**src/rtl/demod_pkg.sv**
```systemverilog
// rtl/demod_pkg.sv - shared constants, state encoding and reference helpers for segment demodulation
package demod_pkg;

  localparam int N_SEG = 10;
  localparam int W     = 32;
  localparam int IDX_W = 4;

  localparam logic [W-1:0] ONE       = 32'h0001_0000;
  localparam logic [W-1:0] MINUS_ONE = 32'hFFFF_0000;

  typedef enum logic [1:0] {IDLE, LOAD, RUN, DONE} state_t;

  // Even slots expect +1.0, odd slots expect -1.0; ref_m is always the opposite symbol.
  function automatic logic [W-1:0] ref_of(input logic [IDX_W-1:0] idx);
    return idx[0] ? MINUS_ONE : ONE;
  endfunction

  function automatic logic [W-1:0] ref_m_of(input logic [IDX_W-1:0] idx);
    return idx[0] ? ONE : MINUS_ONE;
  endfunction

endpackage

```
**src/rtl/segment_decider.sv**
```systemverilog
// rtl/segment_decider.sv - registered nearest-reference decision between ref_val and ref_m
module segment_decider
  import demod_pkg::*;
(
  input  logic         clk,
  input  logic         reset,
  input  logic [W-1:0] x,
  input  logic [W-1:0] ref_val,
  input  logic [W-1:0] ref_m,
  output logic [W-1:0] decision
);

  // One extra bit keeps x - ref and its magnitude exact across the full Q16.16 range.
  logic signed [W:0] xs, rp, rm, dp_raw, dm_raw, dp, dm;

  assign xs     = {x[W-1], x};
  assign rp     = {ref_val[W-1], ref_val};
  assign rm     = {ref_m[W-1], ref_m};
  assign dp_raw = xs - rp;
  assign dm_raw = xs - rm;
  assign dp     = dp_raw[W] ? -dp_raw : dp_raw;
  assign dm     = dm_raw[W] ? -dm_raw : dm_raw;

  always_ff @(posedge clk) begin
    if (reset) begin
      decision <= '0;
    end else begin
      decision <= (dp <= dm) ? ref_val : ref_m;
    end
  end

endmodule

```
**src/rtl/demod_segment_scheduler.sv**
```systemverilog
// rtl/demod_segment_scheduler.sv - collects a frame of samples and time-shares one decider across all slots
module demod_segment_scheduler
  import demod_pkg::*;
(
  input  logic         clk,
  input  logic         reset,
  input  logic         start,
  input  logic [W-1:0] input_bit,
  input  logic         in_valid,
  output logic         in_ready,
  output logic [W-1:0] segment_0,
  output logic [W-1:0] segment_1,
  output logic [W-1:0] segment_2,
  output logic [W-1:0] segment_3,
  output logic [W-1:0] segment_4,
  output logic [W-1:0] segment_5,
  output logic [W-1:0] segment_6,
  output logic [W-1:0] segment_7,
  output logic [W-1:0] segment_8,
  output logic [W-1:0] segment_9,
  output logic         valid,
  output logic         busy
);

  state_t           state;
  logic [IDX_W-1:0] k, i, i_d;
  logic             iss_v;
  logic [W-1:0]     sample [N_SEG];
  logic [W-1:0]     result [N_SEG];
  logic [W-1:0]     seg_q  [N_SEG];
  logic [W-1:0]     dec_x, dec_ref, dec_ref_m, dec_out;

  always_comb begin
    dec_x = '0;
    for (int j = 0; j < N_SEG; j++) begin
      if (i == IDX_W'(j)) dec_x = sample[j];
    end
  end

  assign dec_ref   = ref_of(i);
  assign dec_ref_m = ref_m_of(i);

  segment_decider u_decider (
    .clk      (clk),
    .reset    (reset),
    .x        (dec_x),
    .ref_val  (dec_ref),
    .ref_m    (dec_ref_m),
    .decision (dec_out)
  );

  always_ff @(posedge clk) begin
    if (reset) begin
      state <= IDLE;
      k     <= '0;
      i     <= '0;
      i_d   <= '0;
      iss_v <= 1'b0;
      valid <= 1'b0;
      for (int j = 0; j < N_SEG; j++) begin
        sample[j] <= '0;
        result[j] <= '0;
        seg_q[j]  <= '0;
      end
    end else begin
      valid <= 1'b0;
      iss_v <= 1'b0;
      case (state)
        IDLE: begin
          if (start) begin
            state <= LOAD;
            k     <= '0;
          end
        end
        LOAD: begin
          if (in_valid) begin
            for (int j = 0; j < N_SEG; j++) begin
              if (k == IDX_W'(j)) sample[j] <= input_bit;
            end
            if (k == IDX_W'(N_SEG - 1)) begin
              state <= RUN;
              i     <= '0;
            end else begin
              k <= k + 1'b1;
            end
          end
        end
        RUN: begin
          for (int j = 0; j < N_SEG; j++) begin
            if (iss_v && i_d == IDX_W'(j)) result[j] <= dec_out;
          end
          if (i != IDX_W'(N_SEG)) begin
            iss_v <= 1'b1;
            i_d   <= i;
            i     <= i + 1'b1;
          end else begin
            // Drain cycle: the last decision bypasses the result file so valid lands in DONE.
            for (int j = 0; j < N_SEG; j++) begin
              seg_q[j] <= (iss_v && i_d == IDX_W'(j)) ? dec_out : result[j];
            end
            valid <= 1'b1;
            state <= DONE;
          end
        end
        DONE:    state <= IDLE;
        default: state <= IDLE;
      endcase
    end
  end

  assign in_ready  = (state == LOAD);
  assign busy      = (state != IDLE);
  assign segment_0 = seg_q[0];
  assign segment_1 = seg_q[1];
  assign segment_2 = seg_q[2];
  assign segment_3 = seg_q[3];
  assign segment_4 = seg_q[4];
  assign segment_5 = seg_q[5];
  assign segment_6 = seg_q[6];
  assign segment_7 = seg_q[7];
  assign segment_8 = seg_q[8];
  assign segment_9 = seg_q[9];

endmodule

```
**config.mk**
```make
export PLATFORM = sky130hd
export DESIGN_NAME = demod_segment_scheduler
export DESIGN_NICKNAME = d
export VERILOG_FILES = /design/src/rtl/demod_pkg.sv /design/src/rtl/segment_decider.sv /design/src/rtl/demod_segment_scheduler.sv
export SDC_FILE = /design/constraint.sdc
export NUM_CORES = 1
export LEC_CHECK = 0
export ABC_AREA = 1
export CAP_MARGIN = 25
export CORE_MARGIN = 2
export CORE_UTILIZATION = 55
export CTS_CLUSTER_DIAMETER = 40
export DETAILED_ROUTE_END_ITERATION = 8
export HOLD_SLACK_MARGIN = 0.03
export PLACE_DENSITY = 0.81
export SETUP_SLACK_MARGIN = 0.15
export SYNTH_ARGS = -nofsm -noshare
export SYNTH_HDL_FRONTEND = slang
export SYNTH_SLANG_ARGS = --single-unit
```
**constraint.sdc**
```tcl
create_clock -name clk -period 8.3 [get_ports clk]
set_clock_uncertainty 0.2 [all_clocks]
set_input_delay 0.83 -clock clk [delete_from_list [all_inputs] [get_ports clk]]
set_output_delay 0.83 -clock clk [all_outputs]
set_load 0.02 [all_outputs]
```
## Word-level counts from Yosys, hierarchy flattened

Memories as Yosys holds them, arrays and structs flattened.
Cells that the tools add are included.

- Multiplexer cells: 165
- Reduce and logical (&&, ||, !) cells: 22
- Bitwise operators: 31
- $lt $le $gt $ge: 1
- Add/subtract/negate cells: 6
- Eq/ne operators: 37

Operators with widths:

| operator | count |
|---|---|
| $mux W32 | 53 |
| $mux W1 | 97 |
| $mux W33 | 2 |
| $neg A33 Y33 | 2 |
| $sub A32 B32 Y33 | 2 |
| $eq A4 B3 Y1 const B | 12 |
| $le A33 B33 Y1 | 1 |
| $or A1 B1 Y1 | 30 |
| $eq A4 B2 Y1 const B | 6 |
| $eq A4 B4 Y1 const B | 6 |
| $mux W4 | 6 |
| $pmux W4 S2 | 2 |
| $eq A4 B1 Y1 const B | 3 |
| $logic_not A4 Y1 | 3 |
| $reduce_and A4 Y1 | 3 |
| $logic_and A1 B1 Y1 | 10 |
| $ne A2 B2 Y1 const B | 5 |
| $add A4 B1 Y4 const B | 2 |
| $mux W2 | 4 |
| $pmux W2 S4 | 1 |
| $reduce_bool A2 Y1 | 3 |
| $eq A2 B2 Y1 const B | 2 |
| $ne A4 B4 Y1 const B | 1 |
| $eq A2 B1 Y1 const B | 1 |
| other kinds (5) | 5 |

- Register bits after elaboration: 48
- Bits in writable memories: 960
- Word-level logic and storage cells: 272
- Memories: 3
- Input bits: 36

Memories:

| name | words | width | rd ports | clocked after Yosys merged registers in | write ports | line | text |
|---|---|---|---|---|---|---|---|
| result | 10 | 32 | 10 | 0 | 10 | demod_segment_scheduler.sv:29 | `logic [W-1:0] result [N_SEG];` |
| sample | 10 | 32 | 10 | 0 | 10 | demod_segment_scheduler.sv:28 | `logic [W-1:0] sample [N_SEG];` |
| seg_q | 10 | 32 | 10 | 0 | 10 | demod_segment_scheduler.sv:30 | `logic [W-1:0] seg_q [N_SEG];` |

## Depth between registers and ports, before layout

- Depth after elaboration: 16
- Gate-level depth with buffers: 47

## By module

A second synthesis with hierarchy kept.

- Cells, all modules: 5,301
- Area, all modules: 49,361.1 µm²

Modules (own cells, without submodules):

| module | area an instance (µm²) | sequential area each (µm²) | times used | cells an instance |
|---|---|---|---|---|
| demod_segment_scheduler | 40,432.5 | 29,148.0 | 1 | 3,584 |
| segment_decider | 8,928.6 | 640.6 | 1 | 1,717 |

## Worst setup path after synthesis

Ideal clock, no wire load.

- Path kind: register to register
- Start point: register i[0]
- End point: register u_decider.decision[30]
- Clock period less this slack: 6.869 ns
- Setup slack: 1.431 ns
- Required time: 7.982 ns
- Stages on the path, launching flop included: 44
- Data arrival time: 6.551 ns
- Path through: dfxtp_1 inv_1 ha_1 nand2_4 buf_2 buf_1 nand3_1 o21ai_0 nor2_1 a221oi_1 nand2_1 o211ai_1 nand3_1 o21ai_0 nand3_1 o21ai_0 inv_1 ha_1 [8 not listed] or2_1 a22oi_2 clkbuf_1 o21ai_0 ha_1 a21oi_1 nor2_1 nor2_1 a21oi_1 o21ba_2 o21ai_0 a21oi_1 nor2_1 nor2_1 o211ai_1 nand3_1 nand2_1 nor2_1

- Longest elaborated chain between the ends: 16

Ends and longest elaborated chain:

| element | line | text |
|---|---|---|
| start, declared | demod_segment_scheduler.sv:26 | `logic [IDX_W-1:0] k, i, i_d;` |
| start signal, assigned | demod_segment_scheduler.sv:95 | `i <= i + 1'b1;` |
| $logic_not A4 Y1 | demod_segment_scheduler.sv:36 | `if (i == IDX_W'(j)) dec_x = sample[j];` |
| $mux W32 (10 in a row) | demod_segment_scheduler.sv:36 |  |
| $sub A32 B32 Y33, on equally long branches | segment_decider.sv:19, segment_decider.sv:20 |  |
| $neg A33 Y33, on equally long branches | segment_decider.sv:21, segment_decider.sv:22 |  |
| $mux W33, on equally long branches | segment_decider.sv:21, segment_decider.sv:22 |  |
| $le A33 B33 Y1 | segment_decider.sv:28 | `decision <= (dp <= dm) ? ref_val : ref_m;` |
| $mux W32 * | segment_decider.sv:28 |  |
| end signal, assigned | segment_decider.sv:28 |  |
| end, declared | segment_decider.sv:10 | `output logic [W-1:0] decision` |

Mark *: on every way between the ends. The rest lies on a longest branch, timed or not.
A chain may end at the register's enable or synchronous reset.

## Worst setup path after layout

- Start point: register i[2]
- End point: register u_decider.decision[30]

- Longest elaborated chain between the ends: 16

Ends and longest elaborated chain:

| element | line |
|---|---|
| $logic_not A4 Y1 | demod_segment_scheduler.sv:36 |
| $mux W32 (9 in a row) | demod_segment_scheduler.sv:36 |
| $mux W32 * | demod_segment_scheduler.sv:36 |
| $sub A32 B32 Y33, on equally long branches | segment_decider.sv:19, segment_decider.sv:20 |
| $neg A33 Y33, on equally long branches | segment_decider.sv:21, segment_decider.sv:22 |
| $mux W33, on equally long branches | segment_decider.sv:21, segment_decider.sv:22 |
| $le A33 B33 Y1 * | segment_decider.sv:28 |
| $mux W32 * | segment_decider.sv:28 |

Marks and branches as above.

==> run metrics <==
Seq/Total Area, Yosys between 40% and 50%; mean post-synth cell area between 8 and 9 sq um; diode count 0; Top delay family on crit path compound AO/OA/AOI/OAI gates; Reg clk slew, reported paths about 50 ps; CTS max path bufs 3; die height 210 um; R2R Setup Slk 840 ps; Synth Warn # 0; Mapped Area approximately 23000 sq um; Fmax ~130 MHz; port bufs 198; CP peak stage delay around 500 ps; antenna-violating nets left 0; RSZ-0062 raised after global routing false; slew of the pin with the lowest slew margin between 800 and 900 ps; Ports roughly 360; Max Fanout on Critical Path 33; CP Buf/Inv Count 4; ys flop type edfxtp_1; Util after Layout 61.5%; detailed placer's ending HPWL 40700 um; period utilization roughly 90%; Final Hold Viols 0; leading area contributor after synthesis edfxtp_1; critical path's most frequent cell nand2_1; Worst Setup Start Kind flop; GRT overflow 0; Post-synth EDFFs 360; CTS tree yes; layout cells sized above 1 approximately 6.4%; CP Class flop to flop; Vias about 19000; first-pass GRT wire length approximately 91000 um; Global Route Usage Sum approximately a quarter; Max Cap Viol 0; WL/cell about 17 um; clk root buf clkbuf_16; synth unique cells 56; initial core utilization a little under three fifths; setup TNS 0 ps; worst-skew pair later-pin latency approximately 550 ps; Power Dens Cells about 350 nW/um^2; worst path arrival time slightly below 8000 ps; Gate Count Post-Synth ~2800; area grow syn2layout 10.4%; H-tree Lvls 2; DIE AREA around 44000 sq um; total CTS buffers 45; top post-synthesis cells by area edfxtp_1, buf_4, nand2_1, nor2_1, nand3_1; slowest CP cell nor2_4; Pre-antenna DRT Iters 6; Setup Viol. Count Final 0; vias per inst roughly 5.5; number of synthesized register bits ~380; DRC Markers 0; post-synth top area share between 40% and 50%; Fillers ~3400; Reg area 11200 sq um; Tmin final 7460 ps; GP Congestion ~0.89; Cell Rows 75; Chip Width between 200 and 250 um; ys async rst share 0%; vias in the first global route approximately 17000; largest net degree at the start of global routing 50; clk sinks roughly 380; Routed WL ~58000 um; Worst Hold Class flop to flop; Iter 0 DRT Violations 1771; Slew Limit Headroom between 40% and 50%; fin nets roughly 3000; fin. max-slew vios 0; initial antenna violation count 0; WP data required approximately 8500 ps; Core ar. between 40000 and 50000 sq um; area occupied by multi-input gates 9300 sq um; Crit. End Element flop; Worst VDD drop 250 uV; status complete, no violations; leakage about 11 nW
-- routing by layer --
layer | part of all wire, % | GRT usage [%] | wire length (um)
met5 | 0 | 0 | 0
met4 | 2.5 | 8.52 | 1440
met3 | 8.2 | 3.10 | 4780
met2 | 50 | 45.5 | 28900
met1 | 39 | 32.8 | 22800
-- cells by family after synthesis --
logic type	count (synthesis)	synth area share [%]
DFF	378	47.7
other	1	0.0160
AOI/OAI and AO/OA	270	6.67
and+or+nand+nor	1368	24.3
xor gates and xnor gates	47	1.76
adders and majority gates	79	4.28
buffers and inverters	632	15.3
-- state kept, by name (all words and copies together) (netlist names) --
name / count
valid: 1
i: 4
k: 4
result: 20
state: 2
seg_q: 20
sample: 320
iss_v: 1
u_decider.decision: 2
i_d: 4
-- cell usage in the layout, fill, tap and decap left out, types with 5 or more instances in the layout --
| master | count |
|---|---|
| a211oi_1 | 11 |
| a21oi_1 | 74 |
| a221oi_1 | 15 |
| buf_4 | 42 |
| bufinv_16 | 5 |
| clkbuf_16 | 47 |
| clkdlybuf4s50_1 | 198 |
| clkinv_1 | 41 |
| clkinv_2 | 7 |
| clkinvlp_4 | 5 |
| conb_1 | 160 |
| dfxtp_1 | 17 |
| edfxtp_1 | 360 |
| ha_1 | 77 |
| inv_1 | 179 |
| inv_2 | 9 |
| inv_6 | 6 |
| nand2_1 | 546 |
| nand2_2 | 14 |
| nand3_1 | 197 |
| nand3b_1 | 20 |
| nand4_1 | 9 |
| nor2_1 | 526 |
| nor2_2 | 10 |
| nor2_4 | 6 |
| nor3_1 | 20 |
| o211ai_1 | 16 |
| o21ai_0 | 122 |
| o21ai_1 | 8 |
| o21ai_2 | 5 |
| xnor2_1 | 12 |
| xor2_1 | 35 |
-- cells in the mapped netlist, types with 14 or more instances --
cell	number
a21oi_1	74
a221oi_1	15
buf_2	20
buf_4	305
clkbuf_1	69
clkinv_1	36
dfxtp_1	18
edfxtp_1	360
ha_1	77
inv_1	179
nand2_1	546
nand2_2	14
nand3_1	197
nand3b_1	20
nor2_1	528
nor3_1	20
o211ai_1	16
o21ai_0	125
xor2_1	35
-- stage by stage --
| step | hold slack [ps] | total power [mW] | instance area (sq um) | setup WS (ps) | cells |
|---|---|---|---|---|---|
| after floorplan | 268 | 5.94 | 24000 | 1430 | 2934 |
| after detailed placement | 303 | 7.06 | 24300 | 681 | 3306 |
| final | 312 | 9.12 | 25900 | 843 | 3391 |
| after global routing | 358 | 9.87 | 25900 | 159 | 3391 |
| after global placement | 294 | 6.93 | 24300 | 977 | 3305 |
| after CTS | 311 | 9.08 | 25800 | 615 | 3390 |
-- worst reg2reg max path, delay by kind of cell (launching register included) --
kind	cells	cell delay (ps)
AO/OA/AOI/OAI	17	2680
adder cells (fa/ha/maj)	2	740
buffers and inverters	4	970
flip-flops	1	450
AND/OR/NAND/NOR	18	2290
-- path summary, 6_finish.rpt --
path | end | cells past startpoint | from
worst max-delay path | u_decider.decision[30] | 41 | i[2]
worst min-delay path | i_d[2] | 2 | i_d[2]
worst max register to register | u_decider.decision[30] | 41 | i[2]
worst min register to register | i_d[2] | 2 | i_d[2]
-- what timing repair did --
action                                  CTS  global route
gates resized for setup                   0             3
buffers inserted                          0             0
hold buffers                              0             0
endpoints found under the setup margin    0             1
-- layout make-up --
type / count / area share [%]
clock buffer: 50 / 4.59
clock inverter: 34 / 1.37
sequential: 378 / 43.2
timing repair buffer: 242 / 9.00
multi-input combinational: 1924 / 35.9
tap: 539 / 2.61
inverter: 224 / 3.27
-- where the power goes --
group          internal [mW]  switching [mW]  leakage (nW)
clock network           1.21           0.807         0.749
registers               2.20          0.0566          3.87
logic                   1.66            3.19          6.69
total                   5.07            4.05          11.3
Note: power is estimated with default switching activity, not from simulation.
